**src/rtl/bcd_share_scheduler.sv**
```systemverilog
// Time-shares one binary-to-7-segment converter between three sensor channels and holds the last result for display.
// Optional macro SCHED_ROUND_ROBIN_EN selects round-robin arbitration; otherwise fixed priority ch0 > ch1 > ch2.
module bcd_share_scheduler #(
    parameter int CONV_LATENCY = 2
) (
    input  logic       clk_in,
    input  logic       rst_in,
    input  logic [2:0] req_in,
    input  logic [7:0] data0_in,
    input  logic [7:0] data1_in,
    input  logic [7:0] data2_in,
    input  logic [6:0] seg_units_in,
    input  logic [6:0] seg_tens_in,
    input  logic [6:0] seg_hundreds_in,
    output logic [7:0] conv_bin_out,
    output logic [2:0] grant_out,
    output logic [2:0] ack_out,
    output logic       busy_out,
    output logic [6:0] disp_units_out,
    output logic [6:0] disp_tens_out,
    output logic [6:0] disp_hundreds_out,
    output logic [1:0] disp_ch_out,
    output logic       disp_valid_out
);
    typedef enum logic [1:0] {S_IDLE, S_WAIT, S_CAPTURE, S_ACK} state_t;

    localparam logic [3:0] LAT = 4'(CONV_LATENCY);

    state_t     state_q, state_d;
    logic [3:0] cnt_q, cnt_d;
    logic [7:0] conv_q, conv_d;
    logic [2:0] grant_q, grant_d;
    logic [2:0] ack_q, ack_d;
    logic       busy_q, busy_d;
    logic [6:0] buf_u_q, buf_u_d, buf_t_q, buf_t_d, buf_h_q, buf_h_d;
    logic [6:0] disp_u_q, disp_u_d, disp_t_q, disp_t_d, disp_h_q, disp_h_d;
    logic [1:0] disp_ch_q, disp_ch_d;
    logic       disp_vld_q, disp_vld_d;

    logic [1:0] o0, o1, o2;
    logic [1:0] win_idx;
    logic [7:0] win_dat;
    logic [1:0] gnt_idx;

`ifdef SCHED_ROUND_ROBIN_EN
    logic [1:0] ptr_q, ptr_d;

    // Search begins at the channel after the last one granted.
    always_comb begin
        case (ptr_q)
            2'd0:    {o0, o1, o2} = {2'd1, 2'd2, 2'd0};
            2'd1:    {o0, o1, o2} = {2'd2, 2'd0, 2'd1};
            default: {o0, o1, o2} = {2'd0, 2'd1, 2'd2};
        endcase
    end

    assign ptr_d = (state_q == S_IDLE && |req_in) ? win_idx : ptr_q;

    always_ff @(posedge clk_in) begin
        if (rst_in) ptr_q <= 2'd2;
        else        ptr_q <= ptr_d;
    end
`else
    assign o0 = 2'd0;
    assign o1 = 2'd1;
    assign o2 = 2'd2;
`endif

    always_comb begin
        if (req_in[o0])      win_idx = o0;
        else if (req_in[o1]) win_idx = o1;
        else                 win_idx = o2;
    end

    always_comb begin
        case (win_idx)
            2'd0:    win_dat = data0_in;
            2'd1:    win_dat = data1_in;
            default: win_dat = data2_in;
        endcase
    end

    assign gnt_idx = grant_q[2] ? 2'd2 : (grant_q[1] ? 2'd1 : 2'd0);

    always_comb begin
        state_d    = state_q;
        cnt_d      = cnt_q;
        conv_d     = conv_q;
        grant_d    = grant_q;
        ack_d      = 3'b000;
        buf_u_d    = buf_u_q;
        buf_t_d    = buf_t_q;
        buf_h_d    = buf_h_q;
        disp_u_d   = disp_u_q;
        disp_t_d   = disp_t_q;
        disp_h_d   = disp_h_q;
        disp_ch_d  = disp_ch_q;
        disp_vld_d = disp_vld_q;
        case (state_q)
            S_IDLE: begin
                if (|req_in) begin
                    conv_d  = win_dat;
                    grant_d = 3'b001 << win_idx;
                    cnt_d   = LAT;
                    state_d = S_WAIT;
                end
            end
            S_WAIT: begin
                if (cnt_q != 4'd0) cnt_d = cnt_q - 4'd1;
                if (cnt_q <= 4'd1) state_d = S_CAPTURE;
            end
            S_CAPTURE: begin
                buf_u_d = seg_units_in;
                buf_t_d = seg_tens_in;
                buf_h_d = seg_hundreds_in;
                state_d = S_ACK;
            end
            default: begin
                // Whole display updates in one edge so it is never seen half-written.
                ack_d      = grant_q;
                disp_u_d   = buf_u_q;
                disp_t_d   = buf_t_q;
                disp_h_d   = buf_h_q;
                disp_ch_d  = gnt_idx;
                disp_vld_d = 1'b1;
                grant_d    = 3'b000;
                state_d    = S_IDLE;
            end
        endcase
        busy_d = (state_d != S_IDLE);
    end

    always_ff @(posedge clk_in) begin
        if (rst_in) begin
            state_q    <= S_IDLE;
            cnt_q      <= 4'd0;
            conv_q     <= 8'd0;
            grant_q    <= 3'b000;
            ack_q      <= 3'b000;
            busy_q     <= 1'b0;
            buf_u_q    <= 7'd0;
            buf_t_q    <= 7'd0;
            buf_h_q    <= 7'd0;
            disp_u_q   <= 7'd0;
            disp_t_q   <= 7'd0;
            disp_h_q   <= 7'd0;
            disp_ch_q  <= 2'd0;
            disp_vld_q <= 1'b0;
        end else begin
            state_q    <= state_d;
            cnt_q      <= cnt_d;
            conv_q     <= conv_d;
            grant_q    <= grant_d;
            ack_q      <= ack_d;
            busy_q     <= busy_d;
            buf_u_q    <= buf_u_d;
            buf_t_q    <= buf_t_d;
            buf_h_q    <= buf_h_d;
            disp_u_q   <= disp_u_d;
            disp_t_q   <= disp_t_d;
            disp_h_q   <= disp_h_d;
            disp_ch_q  <= disp_ch_d;
            disp_vld_q <= disp_vld_d;
        end
    end

    assign conv_bin_out      = conv_q;
    assign grant_out         = grant_q;
    assign ack_out           = ack_q;
    assign busy_out          = busy_q;
    assign disp_units_out    = disp_u_q;
    assign disp_tens_out     = disp_t_q;
    assign disp_hundreds_out = disp_h_q;
    assign disp_ch_out       = disp_ch_q;
    assign disp_valid_out    = disp_vld_q;
endmodule

```
**config.mk**
```make
export PLATFORM = sky130hd
export DESIGN_NAME = bcd_share_scheduler
export DESIGN_NICKNAME = d
export VERILOG_FILES = /design/src/rtl/bcd_share_scheduler.sv
export SDC_FILE = /design/constraint.sdc
export NUM_CORES = 1
export LEC_CHECK = 0
export CORE_MARGIN = 8
export CORE_UTILIZATION = 40
export DETAILED_ROUTE_END_ITERATION = 10
export PLACE_DENSITY = 0.76
export SLEW_MARGIN = 20
export SYNTH_ARGS = -nofsm -noshare
export SYNTH_HDL_FRONTEND = slang
export SYNTH_SLANG_ARGS = --single-unit
```
**constraint.sdc**
```tcl
create_clock -name clk_in -period 4.9 [get_ports clk_in]
set_clock_uncertainty 0.1 [all_clocks]
set_input_delay 0.49 -clock clk_in [delete_from_list [all_inputs] [get_ports clk_in]]
set_output_delay 0.49 -clock clk_in [all_outputs]
set_load 0.005 [all_outputs]
```
==> results.md <==
- Status: completed
- Max Freq: 0.466 GHz
- Cell count after synthesis: 281
- P_sw: between 0.5 and 0.6 mW
- Initial antenna violation count: 0
- Number of clock sinks: 66
- Worst Path Buf+Inv: 1
- Pins Over Slew Limit: 0
- Yosys top cell by area: dfxtp_1
- Top cells by area, synth: dfxtp_1 (49%), mux2i_1 (19%), nor2_1 (7.3%)
- Max Cap Violations: 0
- Slew HR: 48.8%
- Commonest cells post-synth: dfxtp_1 (66), nor2_1 (52), mux2i_1 (51)
- Synthesized area: 2690 sq um
- Asr flop ratio synth: 0%
- Synthesis Warnings: 0
- Clock transition at the registers of the reported paths: 0.07 ns
- Worst Path Required: 5.05 ns
- Post-synthesis sequential area ratio: 49.1%
- EDFF count, synth: 0
- RePlAce Congestion: 0.709
- Avg Synthesized Cell Area: 9.57 sq um
- Fill count: 564
- Drt via density: 4.90
- Hold WC Path Type: flip-flop to flip-flop
- Total CTS buffers: 9
- Via Count: 2199
- Clock period minus worst slack: 2.15 ns
- Max clock buf depth: 2
- Logic pwr share: a little under a third
- CORE AREA: around 6600 sq um
- Post-Route WL: 6400 microns
- Clock power frac: between 30% and 40%
- Worst Path Max Fanout: 13
- Latest clock arrival within the worst-skew pair: 0.34 ns
- Critical Path Slowest Stage Cell: clkdlybuf4s50_1
- First-pass GRT wire length: between 10000 and 15000 microns
- DRC Markers: 0
- Final worst-path cycle share: 43.8%
- Post-Route Setup TNS: 0 ns
- Initial Util: 40.5%
- Row count: 30
- Cell family with most CP delay: buffers and inverters
- Worst vdd ir: 0.000210 V
- Area occupied by multi-input gates: about 1300 sq um
- CP Capture Type: flip-flop
- CP peak stage delay: 0.97 ns
- Critical Path Source Type: primary input
- Antenna-violating nets left: 0
- Die area: 9600 sq um
- Final Hold Vio Count: 0
- Cell with the most instances after synthesis: dfxtp_1
- Synth cell types: 31
- CP cell instances: clkdlybuf4s50_1 > nor4b_4 > a311oi_4 > nor2_1 > a311oi_1
- DR iter-0 viols: 64
- Ys flop type: dfxtp_1
- Detailed Routing Iterations Pass 1: 4
- Sw Share: 30.9%
- Grt total ovfl: 0
- Dpl hpwl: 4600 microns
- Pin count of the biggest net entering global routing: 34
- Crit Path Class: primary input to flip-flop
- H-tree levels: 3
- Unrepaired setup endpoints after global routing: false
- Yosys reg bits: 66
- Nets: 420
- Post-cts resize count: 0
- Wirelength per Cell: ~14 microns
- CTS tree: built
- Ant. Diodes: 0
- Clk root buf: clkbuf_8
- Vias in the first global route: ~2300
- Reg power frac: ~40%
- Syn Nets: 337
- Leak Pwr: 1.38 nW
- Tot Pwr: between 1.5 and 2 mW
- Top Ports: 89
- Share of the synthesized area in the top cell type: 49.1%
- Worst Tran Pin Value: 0.766 ns
- Register area: 1320 sq um
- Die Y: roughly 98 microns
- Number of buffers added on ports: between 80 and 90
- Final setup viols: 0
- Die Wd: 98.0 microns
- Hold_ws: about 0.36 ns
- Post-layout util: between 50 and 60%
- Total power density per cell area: 438 nW/um^2
- GRT Total Usage: between 10% and 20%
- Cts hold-fix bufs: 0
- Post CTS Setup Buffer Count: 0
- Arr. time, crit path: about 2.3 ns
- Synth-to-Final Area Change: 42.0%
- P_int: ~1.2 mW
- Share of layout cells above drive strength 1: 6.23%
layout by cell type, fill, tap and decap left out, types with 2 or more instances in the layout:
cell,count
nand2b_1,5
nand3_1,2
nand2_1,25
clkbuf_8,9
clkdlybuf4s50_1,87
nor3_1,4
ha_1,6
and2_1,3
o21ai_0,11
dfxtp_1,66
mux2i_1,51
nand4b_1,2
inv_1,5
bufinv_16,2
a21bo_1,2
buf_4,3
nor2_1,52
clkinvlp_4,3
a21oi_1,15
power groups by stage:
stage | sequential, mW | clock (mW) | combinational [mW]
5_1_grt | 0.676 | 0.542 | 0.565
3_3_place_gp | 0.674 | 0 | 0.501
3_5_place_dp | 0.675 | 0 | 0.512
2_1_floorplan | 0.665 | 0 | 0.356
4_1_cts | 0.664 | 0.517 | 0.514
6_report | 0.662 | 0.503 | 0.510
flip-flops by register name, indices dropped and copies added (netlist names), 2 cells and up:
| name | count |
|---|---|
| disp_ch_out | 2 |
| ack_out | 3 |
| grant_out | 3 |
| disp_tens_out | 7 |
| disp_units_out | 7 |
| buf_t_q | 7 |
| state_q | 2 |
| buf_h_q | 7 |
| buf_u_q | 7 |
| conv_bin_out | 8 |
| cnt_q | 4 |
| disp_hundreds_out | 7 |
per-stage QoR:
stage / worst slack [ns] / instance area (sq um) / std cells
finish: 2.75 / 3820 / 449
global route: 2.65 / 3820 / 449
CTS: 2.77 / 3820 / 449
detailed placement: 2.43 / 3600 / 433
global placement: 2.48 / 3600 / 433
floorplan: 3.25 / 2690 / 281
worst min-delay path, cell delays in order, from the launching register on:
cell,delay [ns]
dfxtp_1,0.31
nand2_1,0.05
a21oi_1,0.05
cell type report:
class | count | share of cell area (%)
flip-flops and latches | 66 | 34.6
multi-input cells | 191 | 33.0
repair buffers | 91 | 23.5
clock buffers | 10 | 3.34
well taps | 80 | 2.62
clock inverters | 6 | 2.39
inverters | 5 | 0.491
per-layer routing:
layer / routed length, microns / up-vias / GRT usage (%) / share of wire, %
met5: 0 / - / 0 / 0
met4: 112 / 0 / 6.12 / 1.7
met3: 549 / 10 / 6.12 / 8.6
li1: - / 1116 / - / -
met1: 2860 / 1007 / 15.1 / 45
met2: 2880 / 66 / 22.6 / 45
worst paths after layout:
| check | from | endpoint | slack (ns) | cells past startpoint |
|---|---|---|---|---|
| max | req_in[1] | cnt_q[1] | 2.75 | 5 |
| max reg2reg | state_q[0] | cnt_q[1] | 3.02 | 6 |
| min reg2reg | conv_bin_out[7] | conv_bin_out[7] | 0.36 | 2 |
| min | conv_bin_out[7] | conv_bin_out[7] | 0.36 | 2 |
logic make-up after synthesis:
| logic type | Yosys count | synth area share, % |
|---|---|---|
| adders and majority gates | 6 | 2.79 |
| buffers and inverters | 24 | 3.95 |
| AOI/OAI and AO/OA | 36 | 8.84 |
| DFF | 66 | 49.1 |
| muxes | 51 | 19.0 |
| and+or+nand+nor | 98 | 16.3 |
(Power assumes the default switching activity.)
